File: config.mk
export PLATFORM = sky130hd
export DESIGN_NAME = id_stage
export DESIGN_NICKNAME = d
export VERILOG_FILES = /design/src/rtl/id_stage.sv
export SDC_FILE = /design/constraint.sdc
export NUM_CORES = 1
export LEC_CHECK = 0
export ABC_AREA = 1
export BUFFER_PORTS_ARGS = -buffer_cell sky130_fd_sc_hd__clkbuf_2
export CORE_MARGIN = 5
export CORE_UTILIZATION = 49
export DETAILED_ROUTE_END_ITERATION = 8
export PLACE_DENSITY = 0.91
export SYNTH_ARGS = -nofsm -noshare
export SYNTH_HDL_FRONTEND = slang
export SYNTH_SLANG_ARGS = --single-unit
File: constraint.sdc
create_clock -name clk -period 2.1 [get_ports clk]
set_clock_uncertainty 0.15 [all_clocks]
set_input_delay 0.315 -clock clk [delete_from_list [all_inputs] [get_ports clk]]
set_output_delay 0.315 -clock clk [all_outputs]
set_load 0.02 [all_outputs]
File: src/rtl/id_stage.sv
// RV32I decode stage: turns one fetched instruction into an ALU operand/select
// bundle plus memory, branch and writeback control, behind one valid/ready register.
module id_stage #(
    parameter int WORD_SIZE = 32
) (
    input  logic                 clk,
    input  logic                 rst,
    input  logic                 in_valid,
    output logic                 in_ready,
    input  logic [31:0]          in_instr,
    input  logic [WORD_SIZE-1:0] in_pc,
    input  logic                 flush,
    output logic [4:0]           rs1_addr,
    output logic [4:0]           rs2_addr,
    input  logic [WORD_SIZE-1:0] rs1_data,
    input  logic [WORD_SIZE-1:0] rs2_data,
    output logic                 out_valid,
    input  logic                 out_ready,
    output logic [WORD_SIZE-1:0] out_arg_a,
    output logic [WORD_SIZE-1:0] out_arg_b,
    output logic [3:0]           out_alu_sel,
    output logic [WORD_SIZE-1:0] out_imm,
    output logic [WORD_SIZE-1:0] out_store_data,
    output logic [WORD_SIZE-1:0] out_pc,
    output logic [4:0]           out_rd,
    output logic                 out_reg_write,
    output logic                 out_mem_read,
    output logic                 out_mem_write,
    output logic                 out_branch,
    output logic [2:0]           out_funct3,
    output logic                 out_jump,
    output logic                 out_illegal
);

    typedef enum logic [3:0] {
        ALU_NONE = 4'h0,
        ALU_ADD  = 4'h1,
        ALU_SUB  = 4'h2,
        ALU_XOR  = 4'h3,
        ALU_OR   = 4'h4,
        ALU_AND  = 4'h5,
        ALU_SLL  = 4'h6,
        ALU_SRL  = 4'h7,
        ALU_SRA  = 4'h8,
        ALU_SLT  = 4'h9,
        ALU_SLTU = 4'hA,
        ALU_LUI  = 4'hB
    } alu_sel_e;

    localparam logic [6:0] OPC_OP     = 7'b0110011;
    localparam logic [6:0] OPC_OP_IMM = 7'b0010011;
    localparam logic [6:0] OPC_LOAD   = 7'b0000011;
    localparam logic [6:0] OPC_STORE  = 7'b0100011;
    localparam logic [6:0] OPC_BRANCH = 7'b1100011;
    localparam logic [6:0] OPC_LUI    = 7'b0110111;
    localparam logic [6:0] OPC_AUIPC  = 7'b0010111;
    localparam logic [6:0] OPC_JAL    = 7'b1101111;
    localparam logic [6:0] OPC_JALR   = 7'b1100111;

    localparam logic [6:0] F7_BASE = 7'b0000000;
    localparam logic [6:0] F7_ALT  = 7'b0100000;

    logic [6:0] opcode;
    logic [2:0] funct3;
    logic [6:0] funct7;
    logic [4:0] rd;

    assign opcode   = in_instr[6:0];
    assign funct3   = in_instr[14:12];
    assign funct7   = in_instr[31:25];
    assign rd       = in_instr[11:7];
    assign rs1_addr = in_instr[19:15];
    assign rs2_addr = in_instr[24:20];

    // x0 reads as zero no matter what the register file returns
    logic [31:0] rs1_val;
    logic [31:0] rs2_val;

    assign rs1_val = (rs1_addr == 5'd0) ? 32'd0 : rs1_data;
    assign rs2_val = (rs2_addr == 5'd0) ? 32'd0 : rs2_data;

    logic [31:0] imm_i;
    logic [31:0] imm_s;
    logic [31:0] imm_b;
    logic [31:0] imm_u;
    logic [31:0] imm_j;

    assign imm_i = {{20{in_instr[31]}}, in_instr[31:20]};
    assign imm_s = {{20{in_instr[31]}}, in_instr[31:25], in_instr[11:7]};
    assign imm_b = {{19{in_instr[31]}}, in_instr[31], in_instr[7],
                    in_instr[30:25], in_instr[11:8], 1'b0};
    assign imm_u = {in_instr[31:12], 12'b0};
    assign imm_j = {{11{in_instr[31]}}, in_instr[31], in_instr[19:12],
                    in_instr[20], in_instr[30:21], 1'b0};

    // funct3 mapping shared by OP and OP-IMM; SUB is patched in for OP only
    alu_sel_e arith_sel;
    always_comb begin
        arith_sel = ALU_ADD;
        case (funct3)
            3'b000:  arith_sel = ALU_ADD;
            3'b001:  arith_sel = ALU_SLL;
            3'b010:  arith_sel = ALU_SLT;
            3'b011:  arith_sel = ALU_SLTU;
            3'b100:  arith_sel = ALU_XOR;
            3'b101:  arith_sel = (funct7 == F7_ALT) ? ALU_SRA : ALU_SRL;
            3'b110:  arith_sel = ALU_OR;
            default: arith_sel = ALU_AND;
        endcase
    end

    logic op_funct7_ok;
    logic op_imm_funct7_ok;

    assign op_funct7_ok = (funct7 == F7_BASE) ||
                          ((funct7 == F7_ALT) && ((funct3 == 3'b000) || (funct3 == 3'b101)));
    assign op_imm_funct7_ok = (funct3 == 3'b001) ? (funct7 == F7_BASE) :
                              (funct3 == 3'b101) ? ((funct7 == F7_BASE) || (funct7 == F7_ALT)) :
                              1'b1;

    alu_sel_e    dec_sel;
    logic [31:0] dec_a;
    logic [31:0] dec_b;
    logic [31:0] dec_imm;
    logic [31:0] dec_store;
    logic        dec_reg_write;
    logic        dec_mem_read;
    logic        dec_mem_write;
    logic        dec_branch;
    logic        dec_jump;
    logic        dec_illegal;

    always_comb begin
        dec_sel       = ALU_NONE;
        dec_a         = 32'd0;
        dec_b         = 32'd0;
        dec_imm       = 32'd0;
        dec_store     = 32'd0;
        dec_reg_write = 1'b0;
        dec_mem_read  = 1'b0;
        dec_mem_write = 1'b0;
        dec_branch    = 1'b0;
        dec_jump      = 1'b0;
        dec_illegal   = 1'b0;

        case (opcode)
            OPC_OP: begin
                dec_sel       = ((funct3 == 3'b000) && (funct7 == F7_ALT)) ? ALU_SUB : arith_sel;
                dec_a         = rs1_val;
                dec_b         = rs2_val;
                dec_reg_write = 1'b1;
                dec_illegal   = !op_funct7_ok;
            end
            OPC_OP_IMM: begin
                dec_sel       = arith_sel;
                dec_a         = rs1_val;
                dec_b         = imm_i;
                dec_imm       = imm_i;
                dec_reg_write = 1'b1;
                dec_illegal   = !op_imm_funct7_ok;
            end
            OPC_LOAD: begin
                dec_sel       = ALU_ADD;
                dec_a         = rs1_val;
                dec_b         = imm_i;
                dec_imm       = imm_i;
                dec_mem_read  = 1'b1;
                dec_reg_write = 1'b1;
            end
            OPC_STORE: begin
                dec_sel       = ALU_ADD;
                dec_a         = rs1_val;
                dec_b         = imm_s;
                dec_imm       = imm_s;
                dec_store     = rs2_val;
                dec_mem_write = 1'b1;
            end
            OPC_BRANCH: begin
                // compare ops: equality via SUB, ordering via SLT/SLTU
                case (funct3[2:1])
                    2'b00:   dec_sel = ALU_SUB;
                    2'b10:   dec_sel = ALU_SLT;
                    2'b11:   dec_sel = ALU_SLTU;
                    default: dec_sel = ALU_NONE;
                endcase
                dec_a       = rs1_val;
                dec_b       = rs2_val;
                dec_imm     = imm_b;
                dec_branch  = 1'b1;
                dec_illegal = (funct3[2:1] == 2'b01);
            end
            OPC_LUI: begin
                dec_sel       = ALU_LUI;
                dec_b         = imm_u;
                dec_imm       = imm_u;
                dec_reg_write = 1'b1;
            end
            OPC_AUIPC: begin
                dec_sel       = ALU_ADD;
                dec_a         = in_pc;
                dec_b         = imm_u;
                dec_imm       = imm_u;
                dec_reg_write = 1'b1;
            end
            OPC_JAL: begin
                dec_sel       = ALU_ADD;
                dec_a         = in_pc;
                dec_b         = 32'd4;
                dec_imm       = imm_j;
                dec_jump      = 1'b1;
                dec_reg_write = 1'b1;
            end
            OPC_JALR: begin
                dec_sel       = ALU_ADD;
                dec_a         = in_pc;
                dec_b         = 32'd4;
                dec_imm       = imm_i;
                dec_jump      = 1'b1;
                dec_reg_write = 1'b1;
                dec_illegal   = (funct3 != 3'b000);
            end
            default: dec_illegal = 1'b1;
        endcase

        // an illegal bundle still flows downstream but must not cause side effects
        if (dec_illegal) begin
            dec_sel       = ALU_NONE;
            dec_reg_write = 1'b0;
            dec_mem_read  = 1'b0;
            dec_mem_write = 1'b0;
            dec_branch    = 1'b0;
            dec_jump      = 1'b0;
        end
        if (rd == 5'd0) begin
            dec_reg_write = 1'b0;
        end
    end

    logic capture;

    assign in_ready = !out_valid || out_ready;
    assign capture  = in_valid && in_ready;

    // flush beats capture; data registers keep stale contents when killed
    always_ff @(posedge clk) begin
        if (rst) begin
            out_valid      <= 1'b0;
            out_arg_a      <= '0;
            out_arg_b      <= '0;
            out_alu_sel    <= 4'd0;
            out_imm        <= '0;
            out_store_data <= '0;
            out_pc         <= '0;
            out_rd         <= 5'd0;
            out_reg_write  <= 1'b0;
            out_mem_read   <= 1'b0;
            out_mem_write  <= 1'b0;
            out_branch     <= 1'b0;
            out_funct3     <= 3'd0;
            out_jump       <= 1'b0;
            out_illegal    <= 1'b0;
        end else if (flush) begin
            out_valid <= 1'b0;
        end else if (capture) begin
            out_valid      <= 1'b1;
            out_arg_a      <= dec_a;
            out_arg_b      <= dec_b;
            out_alu_sel    <= dec_sel;
            out_imm        <= dec_imm;
            out_store_data <= dec_store;
            out_pc         <= in_pc;
            out_rd         <= rd;
            out_reg_write  <= dec_reg_write;
            out_mem_read   <= dec_mem_read;
            out_mem_write  <= dec_mem_write;
            out_branch     <= dec_branch;
            out_funct3     <= funct3;
            out_jump       <= dec_jump;
            out_illegal    <= dec_illegal;
        end else if (out_ready) begin
            out_valid <= 1'b0;
        end
    end

endmodule

* Yosys cells after proc, flatten, opt, wreduce, memory -nomap -nowiden
Index checks and enable logic that the tools add are counted.
** Cells by class
- Equality and inequality tests :: 19
- Mux-type cells :: 28
- Bitwise gates (word level) :: 1
- Reduce and logical (&&, ||, !) cells :: 30
** Operators by type and width (number)
- $pmux W32 S5 :: 2
- $mux W32 :: 3
- $pmux W32 S2 :: 1
- $eq A7 B6 Y1 const B :: 4
- $pmux W4 S7 :: 1
- $eq A7 B7 Y1 const B :: 3
- $pmux W4 S5 :: 1
- $logic_not A5 Y1 :: 3
- $mux W1 :: 15
- $reduce_or A5 Y1 :: 3
- $eq A7 B5 Y1 const B :: 2
- $mux W4 :: 3
- $pmux W4 S3 :: 1
- $reduce_or A2 Y1 :: 5
- $eq A3 B3 Y1 const B :: 3
- $eq A7 B2 Y1 const B :: 1
- $logic_not A7 Y1 :: 1
- $reduce_or A7 Y1 :: 1
- $eq A3 B2 Y1 const B :: 2
- $reduce_or A3 Y1 :: 2
- $pmux W1 S5 :: 1
- $eq A2 B2 Y1 const B :: 2
- $logic_or A1 B1 Y1 :: 4
- $eq A3 B1 Y1 const B :: 1
- 9 further kinds :: 13
** Storage, ports and cells
- Flip-flop bits (word level) :: 179
- Bits of input ports :: 133
- Output and inout bits :: 190

* Longest topological paths before layout
Gate-level depths: netlist of run 1.
- Depth in word-level cells :: 8
- Mapped depth :: 12
- Mapped depth without buffers :: 11

* Worst setup path after synthesis of run 1
Ideal clock, no wire load.
- Kind :: reg-to-reg
- From :: register out_valid
- To :: register out_store_data[27]
- Library setup time :: 0.070 ns
- Data arrival time :: 1.523 ns
- Data required time :: 1.880 ns
- Slack :: 0.357 ns
- Stages on the path, launching flop included :: 9
- Path buffers :: 2
- Clock period less this slack :: 1.743 ns
- Cells stage by stage :: dfxtp_1 > inv_1 > nor2_1 > nor3_4 > inv_2 > buf_2 > clkbuf_1 > nand2_1 > a21oi_1
** Between the ends
- Longest elaborated chain between the ends :: 4
** Ends and longest elaborated chain
- from (decl) :: line 17 : output logic out_valid,
- from (signal assigned) :: line 247 : out_valid <= 1'b0;
- from (signal assigned) :: line 263 : out_valid <= 1'b0;
- from (signal assigned) :: line 265 : out_valid <= 1'b1;
- $logic_not A1 Y1 :: line 241 : assign in_ready = !out_valid || out_ready;
- $logic_or A1 B1 Y1 :: line 241
- $logic_and A1 B1 Y1 :: line 242 : assign capture = in_valid && in_ready;
- $reduce_and A2 Y1 (no source line)
- to (signal assigned) :: line 270 : out_store_data <= dec_store;
- to (decl) :: line 23 : output logic [WORD_SIZE-1:0] out_store_data,
No other way between the ends.
A chain may end at the register's enable or synchronous reset.

* Worst setup path in the final report of run 1
- From :: input flush
- To :: register out_pc[18]
** Between the ends
- Longest elaborated chain between the ends :: 2
** Ends and longest elaborated chain
- from (decl) :: line 12 : input logic flush,
- $not A1 Y1 (no source line)
- $reduce_and A2 Y1 (no source line)
- to (signal assigned) :: line 271 : out_pc <= in_pc;
- to (decl) :: line 24 : output logic [WORD_SIZE-1:0] out_pc,
No other way between the ends.

==> results of run 1 <==
-- how the worst min path moves through the flow --
stage,to,start,slack (ns),depth (start not counted)
final,out_pc[9],in_pc[9],0.02,3
after global routing,out_pc[9],in_pc[9],0.01,3
after CTS,out_store_data[24],rs2_data[24],0.0006,3
after detailed placement,out_pc[31],out_pc[31],0.30,2
after global placement,out_pc[15],out_pc[15],0.30,2
after floorplan,out_valid,flush,0.24,1
-- through the flow --
step	cells	worst slack, ns	util, %	area [um2]
final	1696	0.150	69.4	11000
after global routing	1695	0.0775	69.4	11000
after CTS	1694	0.140	69.4	11000
after detailed placement	1592	0.0302	61.0	9690
after global placement	1592	0.0683	61.0	9690
after floorplan	1122	0.357	-	7930
-- final cells by class --
cell class | instances | area [um2]
Clock buffer | 20 | 457
Antenna cell | 2 | 5.00
Sequential cell | 179 | 3580
Fill cell | 1279 | 4860
Inverter | 38 | 148
Multi-Input combinational cell | 813 | 3770
Timing Repair Buffer | 416 | 2620
Clock inverter | 12 | 169
Tap cell | 216 | 270
-- sequential cells by signal (all words and copies together), names as in the netlist, 3 cells and up --
signal / flops
out_arg_b: 32
out_store_data: 32
out_funct3: 3
out_arg_a: 32
out_alu_sel: 4
out_pc: 32
out_imm: 32
out_rd: 5
-- power breakdown --
part | switching [mW] | leakage (nW) | internal [mW]
clock network | 1.43 | 0.300 | 1.97
logic | 0.648 | 3.22 | 0.369
registers | 0.0511 | 1.45 | 3.48
total | 2.13 | 4.97 | 5.82
-- layout by cell type (no fill, tap or decap), types with 2 or more instances in the layout --
cell,netlist,layout
dfxtp_1,179,179
a21oi_1,210,210
nand2_1,327,327
o21ai_0,56,56
nor2_2,3,3
nor2_1,33,33
o21ai_1,11,11
bufinv_16,0,3
nand2_4,2,2
clkbuf_16,0,17
dlygate4sd3_1,0,70
inv_2,10,9
ha_1,5,5
nor2_4,6,6
nand4_1,11,11
inv_6,0,5
clkinv_4,0,2
nor3_1,6,6
inv_1,28,28
buf_4,15,15
clkbuf_2,0,321
clkbuf_8,0,2
nand3_1,129,128
o22ai_1,2,2
buf_12,0,10
diode_2,0,2
nand2_2,5,5
clkinvlp_4,0,2
-- critical path, delay by kind of cell --
kind                   cells  cell delay (ns)
buffers and inverters      4             1.11
AOI/OAI and AO/OA          1             0.22
and+or+nand+nor            2             0.45
-- per-layer routing --
layer  vias up  part of all wire, %  GRT usage [%]
met1      4354                   36           37.7
met5         -                    0              0
met4         0                  5.0           16.6
met3       103                   12           8.22
li1       4432                    -              -
met2       728                   48           54.9
-- cells by family after synthesis --
| family | after synthesis |
|---|---|
| adder cells (fa/ha/maj) | 5 |
| AND/OR/NAND/NOR | 525 |
| flip-flops | 179 |
| AO/OA/AOI/OAI | 283 |
| buffers and inverters | 130 |
==> results.md, run 1 <==
* CTS tree: yes
* Main flop type after synthesis: dfxtp_1
* Synth area leaders: dfxtp_1 45%, nand2_1 15%, a21oi_1 13%, nand3_1 8.1%, o21ai_0 3.5%
* CTS Root Buffer Type: clkbuf_16
* Worst Tran Pin Value at 0.672 ns
* Worst setup SP type: primary input
* Syn_nets at 1,260
* Vias in the first global route at 9,018
* Post-synth design cell area at 0.00793 mm2
* Main combinational cell family by area after synthesis: simple AND/OR/NAND/NOR gates
* H-tree Lvls at 4
* Total power at 7.95 mW
* R2r setup slk at 0.34 ns
* RSZ-0062 raised after global routing: false
* Post-synth top area share at 45.2%
* Count of cell types in the netlist at 29
* Compound-Gate Fraction of Synth Area at 18.0%
* Gr ovfl total at 0
* Yosys warning total at 0
* WP data arrival at 2.14 ns
* Final hold slack at 0.0214 ns
* I/O pins at 323
* Adder-cell area share of the yosys netlist at 0.789%
* Required @ worst endpoint at 2.29 ns
* Sequential area share after synthesis at 45.2%
* Hold buffers post-CTS at 70
* Drt total wl at 31,900 um
* Die width at 137 um
* Clock buffer depth at 2
* CORE AREA at 0.0159 mm2
* Area leader, netlist: dfxtp_1
* Setup_tns at 0 ns
* FFs w/ async S/R, synth at 0%
* Layout cell share with drive strength beyond 1 at 27.5%
* Hold Vio Cnt, Final at 0
* DRT antenna net count at 0
* Crit Path Max Fanout at 57
* Most instantiated library cell after synthesis: nand2_1
* Pre-antenna DRT Iters at 5
* DR iter-0 viols at 978
* CTS Sinks at 179
* GRT Util Overall at 32.4%
* Hold Path Class: primary input to flip-flop
* Drt drc at 0
* Pwr/cell area at 721 mW/mm2
* Reg2reg end: out_pc[18]
* Setup-violating endpoint count in the final report at 0
* Gates resized, CTS repair at 0
* GP Congestion at 0.925
* Worst setup path start: flush
* Synth cell count leaders: 327 x nand2_1, 210 x a21oi_1, 179 x dfxtp_1
* Post-Synthesis Cells at 1,122
* Vias/cell at 5.67
* Die height at 137 um
* Syn Area/Cell at 7.07 um2
* Worst setup path endpoint: out_pc[18]
* CP Capture Type: flip-flop
* Period minus WS final at 1.95 ns
* EDFF count, synth at 0
* Initial core utilization at 49.9%
* Worst-path cell chain: dlygate4sd3_1, clkbuf_2, nor3_4, buf_4, buf_12, nand2_1, a21oi_1
* PortBufs at 322
* Max-capacitance violation count at 0
* CP Class: primary input to flip-flop
* Highest-delay cell along the critical path: dlygate4sd3_1
* P&R area growth vs syn at 39.0%
* Clk pin slew, worst setup/hold paths at 0.07 ns
* CP peak stage delay at 0.54 ns
* First-pass GRT wire length at 47,800 um
* Reg2reg start: out_valid
* Status: finished, final reports clean
* Worst-Skew Late Latency at 0.42 ns
* Post-synthesis xor/xnor area fraction at 0%
* Via Count at 9,617
* Post-Synth Simple-Gate Area at 28.7%
* Slew HR at 55.2%
* R2R depth at 7
* Final period utilization at 92.9%
* Largest net degree at the start of global routing at 139
* Initial antenna violation count at 1
* P_leak at 4.97 nW
* Row Count at 46
* Dpl hpwl at 21,300 um
* Flops & latches, synth at 179
* Cts bufs inserted at 17
* Area of the die at 0.0188 mm2
* Post-CTS Setup Bufs at 0
* Max Fclk at 513 MHz
* VDD IR max at 0.000530 V
* DR WL/cell at 18.8 um
* Final-report max-slew violation count at 0
* Final #Nets at 1,603
* Mux share of post-synthesis cell area at 0%
(Power assumes the default switching activity.)
==> run 2, diff against run 1 <==
--- a/config.mk
+++ b/config.mk
@@ -7,10 +7,12 @@
 export LEC_CHECK = 0
 export ABC_AREA = 1
 export BUFFER_PORTS_ARGS = -buffer_cell sky130_fd_sc_hd__clkbuf_2
+export CELL_PAD_IN_SITES_DETAIL_PLACEMENT = 1
+export CELL_PAD_IN_SITES_GLOBAL_PLACEMENT = 1
 export CORE_MARGIN = 5
-export CORE_UTILIZATION = 49
+export CORE_UTILIZATION = 33
 export DETAILED_ROUTE_END_ITERATION = 8
-export PLACE_DENSITY = 0.91
+export PLACE_DENSITY = 0.9
 export SYNTH_ARGS = -nofsm -noshare
 export SYNTH_HDL_FRONTEND = slang
 export SYNTH_SLANG_ARGS = --single-unit
==> results.md, run 2 (synthesized netlist as in run 1, its figures left out) <==
* Cts bufs inserted at 17 (unchanged)
* CTS Sinks at 179 (unchanged)
* Die height at 165 um (+20%)
* Initial antenna violation count at 2 (+1)
* CP Capture Type: flip-flop
* CP Class: primary input to flip-flop
* First-pass GRT wire length at 57,500 um (+20%)
* Highest-delay cell along the critical path: dlygate4sd3_1
* P_leak at 4.94 nW (-0.55%)
* # fillers at 3,068 (+140%)
* Gates resized, CTS repair at 0 (unchanged)
* GP Congestion at 0.906 (-2.0%)
* Die width at 165 um (+20%)
* Worst setup SP type: primary input
* Multi-input logic area at 0.00377 mm2 (about the same)
* Final Util at 47.0% (-22 points)
* Slew HR at 56.8% (+1.6 points)
* Final hold slack at 0.0157 ns (-0.00574 ns)
* DR iter-0 viols at 706 (-28%)
* Pwr/cell area at 710 mW/mm2 (-1.5%)
* Via Count at 9,701 (+0.87%)
* Layout cell share with drive strength beyond 1 at 28.1% (+0.55 points)
* Dpl hpwl at 25,000 um (+17%)
* VDD IR max at 0.000431 V (-19%)
* CTS tree: yes
* Hold buffers post-CTS at 60 (-14%)
* Final #Nets at 1,599 (-0.25%)
* Commonest non-fill, non-tap cell in the layout: nand2_1
* Row Count at 56 (+22%)
* Register Area at 0.00358 mm2 (unchanged)
* Worst-path cell chain: dlygate4sd3_1, clkbuf_2, nor3_4, buf_12, inv_6, nor2_4, buf_4, nand3_1, a21oi_1
* Commonest cells after routing, fill and taps aside: 327 x nand2_1, 321 x clkbuf_2, 210 x a21oi_1, 179 x dfxtp_1, 128 x nand3_1
* Worst-Skew Late Latency at 0.43 ns (about the same)
* Drt total wl at 38,200 um (+20%)
* Worst Tran Pin Value at 0.648 ns (-0.0237 ns)
* Required @ worst endpoint at 2.30 ns (about the same)
* Status: finished, final reports clean
* CP peak stage delay at 0.54 ns (about the same)
* I/O pins at 323 (unchanged)
* Setup-violating endpoint count in the final report at 0 (unchanged)
* Crit Path Max Fanout at 18 (-68%)
* Hold Vio Cnt, Final at 0 (unchanged)
* Post-CTS Setup Bufs at 0 (unchanged)
* WP data arrival at 2.17 ns (+0.03 ns)
* Drt drc at 0 (unchanged)
* H-tree Lvls at 4 (unchanged)
* CTS Root Buffer Type: clkbuf_16
* Vias in the first global route at 9,993 (+11%)
* RSZ-0062 raised after global routing: false
* CORE AREA at 0.0235 mm2 (+48%)
* P&R area growth vs syn at 39.3%
* Max Fclk at 506 MHz (-1.2%)
* PortBufs at 322 (unchanged)
* DRT antenna net count at 0 (unchanged)
* Gr ovfl total at 0 (unchanged)
* Max-capacitance violation count at 0 (unchanged)
* Final-report max-slew violation count at 0 (unchanged)
* Initial core utilization at 33.7% (-16 points)
* Period minus WS final at 1.97 ns (+0.0244 ns)
* Final period utilization at 94.0% (+1.2 points)
* Clk pin slew, worst setup/hold paths at 0.08 ns (about the same)
* GRT Util Overall at 27.2% (-5.2 points)
* Vias/cell at 5.40 (-4.7%)
* Area of the die at 0.0272 mm2 (+45%)
* Clock buffer depth at 2 (unchanged)
* DR WL/cell at 21.3 um (+13%)
* Pre-antenna DRT Iters at 5 (unchanged)
* Hold Path Class: primary input to flip-flop
* Largest net degree at the start of global routing at 139 (unchanged)
[run 2: cell types whose count changed in the layout (fill, tap and decap cells not counted), sizes merged]
cell	change
inv	+2
clkinvlp	-2
clkbuf	-3
buf	+5
dlygate4sd3	-9
bufinv	-3
clkinv	+6
[run 2: metrics by stage]
step	std cells	power [mW]	setup TNS [ns]	setup slack (ns)	instance area, um2
CTS	1792	7.82	0	0.178	11000
global route	1794	8.16	0	0.0467	11100
finish	1795	7.85	0	0.126	11100
floorplan	1122	4.08	0	0.357	7930
global placement	1700	4.50	0	0.107	9850
detailed placement	1700	4.52	-0.160	-0.0366	9850
[run 2: power by group]
part	internal, mW	switching (mW)	total [mW]
logic	0.364	0.687	1.05
clock network	1.60	1.65	3.26
registers	3.48	0.0602	3.54
total	5.45	2.40	7.85
[run 2: layout make-up]
class                   count  share of cell area (%)
flip-flops and latches    179                    32.4
clock inverters            15                    1.49
clock buffers              17                    3.85
inverters                  38                    1.34
multi-input cells         813                    34.1
repair buffers            412                    23.1
diodes                      2                  0.0453
well taps                 319                    3.61
[run 2: metal layers]
layer / share of wire, % / GRT usage (%) / vias to the layer above / routed length, um
li1: - / - / 4414 / -
met1: 38 / 32.5 / 4685 / 14400
met2: 49 / 46.1 / 496 / 18600
met3: 9.3 / 7.25 / 104 / 3540
met4: 4.3 / 11.4 / 2 / 1650
met5: 0.029 / 0 / - / 11
[run 2: path summary, 6_finish.rpt]
path / from / to / slack, ns / cells after the start
worst min-delay path: rs2_data[5] / out_store_data[5] / 0.02 / 3
worst max-delay path: flush / out_store_data[26] / 0.13 / 9
worst min register to register: out_imm[14] / out_imm[14] / 0.32 / 2
worst max register to register: out_valid / out_imm[16] / 0.14 / 8
[run 2: worst max-delay path, delay by kind of cell]
kind	cells	cell delay, ns
AO/OA/AOI/OAI	1	0.14
buffers and inverters	5	1.22
AND/OR/NAND/NOR	3	0.46
==> run 3, diff against run 2 <==
--- a/config.mk
+++ b/config.mk
@@ -7,12 +7,14 @@
 export LEC_CHECK = 0
 export ABC_AREA = 1
 export BUFFER_PORTS_ARGS = -buffer_cell sky130_fd_sc_hd__clkbuf_2
+export CAP_MARGIN = 20
 export CELL_PAD_IN_SITES_DETAIL_PLACEMENT = 1
 export CELL_PAD_IN_SITES_GLOBAL_PLACEMENT = 1
 export CORE_MARGIN = 5
 export CORE_UTILIZATION = 33
 export DETAILED_ROUTE_END_ITERATION = 8
 export PLACE_DENSITY = 0.9
+export SETUP_SLACK_MARGIN = 0.15
 export SYNTH_ARGS = -nofsm -noshare
 export SYNTH_HDL_FRONTEND = slang
 export SYNTH_SLANG_ARGS = --single-unit
==> results.md, run 3 (synthesized netlist as in run 1, its figures left out) <==
* CP Class: primary input to flip-flop
* Hold Path Class: primary input to flip-flop
* Final setup margin at 0.172 ns (+0.0466 ns)
* Pwr/cell area at 708 mW/mm2 (-0.21%)
* P&R area growth vs syn at 40.1%
* Final-report max-slew violation count at 0 (unchanged)
* Required @ worst endpoint at 2.30 ns (about the same)
* Pre-antenna DRT Iters at 5 (unchanged)
* GRT Util Overall at 27.2% (unchanged)
* CTS tree: yes
* Status: finished, final reports clean
* DRT antenna net count at 0 (unchanged)
* Initial antenna violation count at 2 (unchanged)
* Drt total wl at 38,500 um (+0.76%)
* Initial core utilization at 33.7% (unchanged)
* Cts bufs inserted at 17 (unchanged)
* Die width at 165 um (unchanged)
* Dpl hpwl at 25,000 um (unchanged)
* GP Congestion at 0.906 (unchanged)
* VDD IR max at 0.000430 V (-0.26%)
* Hold Path Stages at 3 (unchanged)
* Via Count at 9,759 (+0.60%)
* Worst Tran Pin Value at 0.655 ns (+0.00631 ns)
* Area of the die at 0.0272 mm2 (unchanged)
* First-pass GRT wire length at 57,500 um (unchanged)
* Die height at 165 um (unchanged)
* DR iter-0 viols at 727 (+3.0%)
* Row Count at 56 (unchanged)
* Final #Nets at 1,602 (+0.19%)
* CP Capture Type: flip-flop
* Commonest non-fill, non-tap cell in the layout: nand2_1
* Max-capacitance violation count at 0 (unchanged)
* R2r setup slk at 0.21 ns (+0.07 ns)
* Largest net degree at the start of global routing at 139 (unchanged)
* Gr ovfl total at 0 (unchanged)
* CTS Sinks at 179 (unchanged)
* Final hold slack at 0.0151 ns (-0.000608 ns)
* Reg2reg start: out_valid
* Clk pin slew, worst setup/hold paths at 0.08 ns (about the same)
* RSZ-0062 raised after global routing: true
* Setup-violating endpoint count in the final report at 0 (unchanged)
* CTS Root Buffer Type: clkbuf_16
* Final period utilization at 91.8% (-2.2 points)
* Worst setup SP type: primary input
* Max Fclk at 519 MHz (+2.4%)
* Drt drc at 0 (unchanged)
* Period minus WS final at 1.93 ns (-0.0466 ns)
* R2R depth at 8 (unchanged)
* Commonest cells after routing, fill and taps aside: 327 x nand2_1, 321 x clkbuf_2, 209 x a21oi_1, 179 x dfxtp_1, 128 x nand3_1
* Crit Path Max Fanout at 32 (+14)
* Hold Path End: out_store_data[5]
* Pre-CTS setup slack at -0.0366 ns (unchanged)
* Vias in the first global route at 9,993 (unchanged)
* CORE AREA at 0.0235 mm2 (unchanged)
* Reg2reg end: out_pc[20]
* DR WL/cell at 21.4 um (+0.59%)
* P_leak at 4.96 nW (+0.44%)
* I/O pins at 323 (unchanged)
* # fillers at 3,062 (-0.20%)
* PortBufs at 322 (unchanged)
* Worst-Skew Late Latency at 0.43 ns (about the same)
* Min-delay src: rs2_data[5]
* Slew HR at 56.3% (-0.42 points)
* Hold Vio Cnt, Final at 0 (unchanged)
* WP data arrival at 2.13 ns (-0.04 ns)
* Final Util at 47.2% (+0.24 points)
* Clock buffer depth at 2 (unchanged)
* Vias/cell at 5.43 (+0.43%)
* Layout cell share with drive strength beyond 1 at 28.4% (+0.28 points)
* H-tree Lvls at 4 (unchanged)
## run 3: changes by cell type in the layout (fill, tap and decap cells not counted), sizes merged
cell / change
buf: +3
## run 3: worst max path at each step
stage	start	endpoint	cells past startpoint
2_1_floorplan	out_valid	out_store_data[27]	8
3_3_place_gp	in_instr[1]	out_arg_b[10]	12
3_5_place_dp	in_instr[0]	out_arg_b[0]	12
4_1_cts	flush	out_store_data[7]	9
5_1_grt	flush	out_store_data[21]	9
6_report	flush	out_arg_a[10]	7
## run 3: cell type report
| class | instances | area, um2 | area share (%) |
|---|---|---|---|
| inverters | 38 | 148 | 1.33 |
| repair buffers | 415 | 2610 | 23.4 |
| flip-flops and latches | 179 | 3580 | 32.2 |
| clock buffers | 17 | 425 | 3.83 |
| clock inverters | 15 | 165 | 1.49 |
| well taps | 319 | 399 | 3.59 |
| diodes | 2 | 5.00 | 0.0450 |
| multi-input cells | 813 | 3780 | 34.0 |
## run 3: worst max-delay path, stage by stage
cell           delay [ns]
dlygate4sd3_1        0.53
clkbuf_2             0.13
nor3_4               0.20
buf_12               0.18
buf_4                0.35
o21ai_0              0.19
a21oi_1              0.20
## run 3: metrics by stage
step | TNS, ns | cell area, um2 | cells | power (mW)
floorplan | 0 | 7930 | 1122 | 4.08
global placement | 0 | 9850 | 1700 | 4.50
detailed placement | -0.160 | 9850 | 1700 | 4.52
CTS | 0 | 11000 | 1792 | 7.82
global route | 0 | 11100 | 1797 | 8.17
finish | 0 | 11100 | 1798 | 7.87
## run 3: metal layers
| metal | wire [um] | global-route usage [%] | share of wire [%] |
|---|---|---|---|
| met2 | 18700 | 46.1 | 49 |
| met1 | 14400 | 32.5 | 38 |
| met3 | 3580 | 7.25 | 9.3 |
| met5 | 11 | 0 | 0.029 |
| met4 | 1720 | 11.4 | 4.5 |
## run 3: power by group
part	leakage [nW]	internal (mW)	switching, mW	total (mW)
clock network	0.290	1.60	1.67	3.27
registers	1.45	3.48	0.0603	3.54
logic	3.22	0.370	0.692	1.06
## run 3: timing repair
action | CTS | global route
buffers inserted | 0 | 3
hold buffers | 60 | 1
hold endpoints to repair | 59 | 1
setup endpoints to repair | 0 | 62
resized for setup | 0 | 9
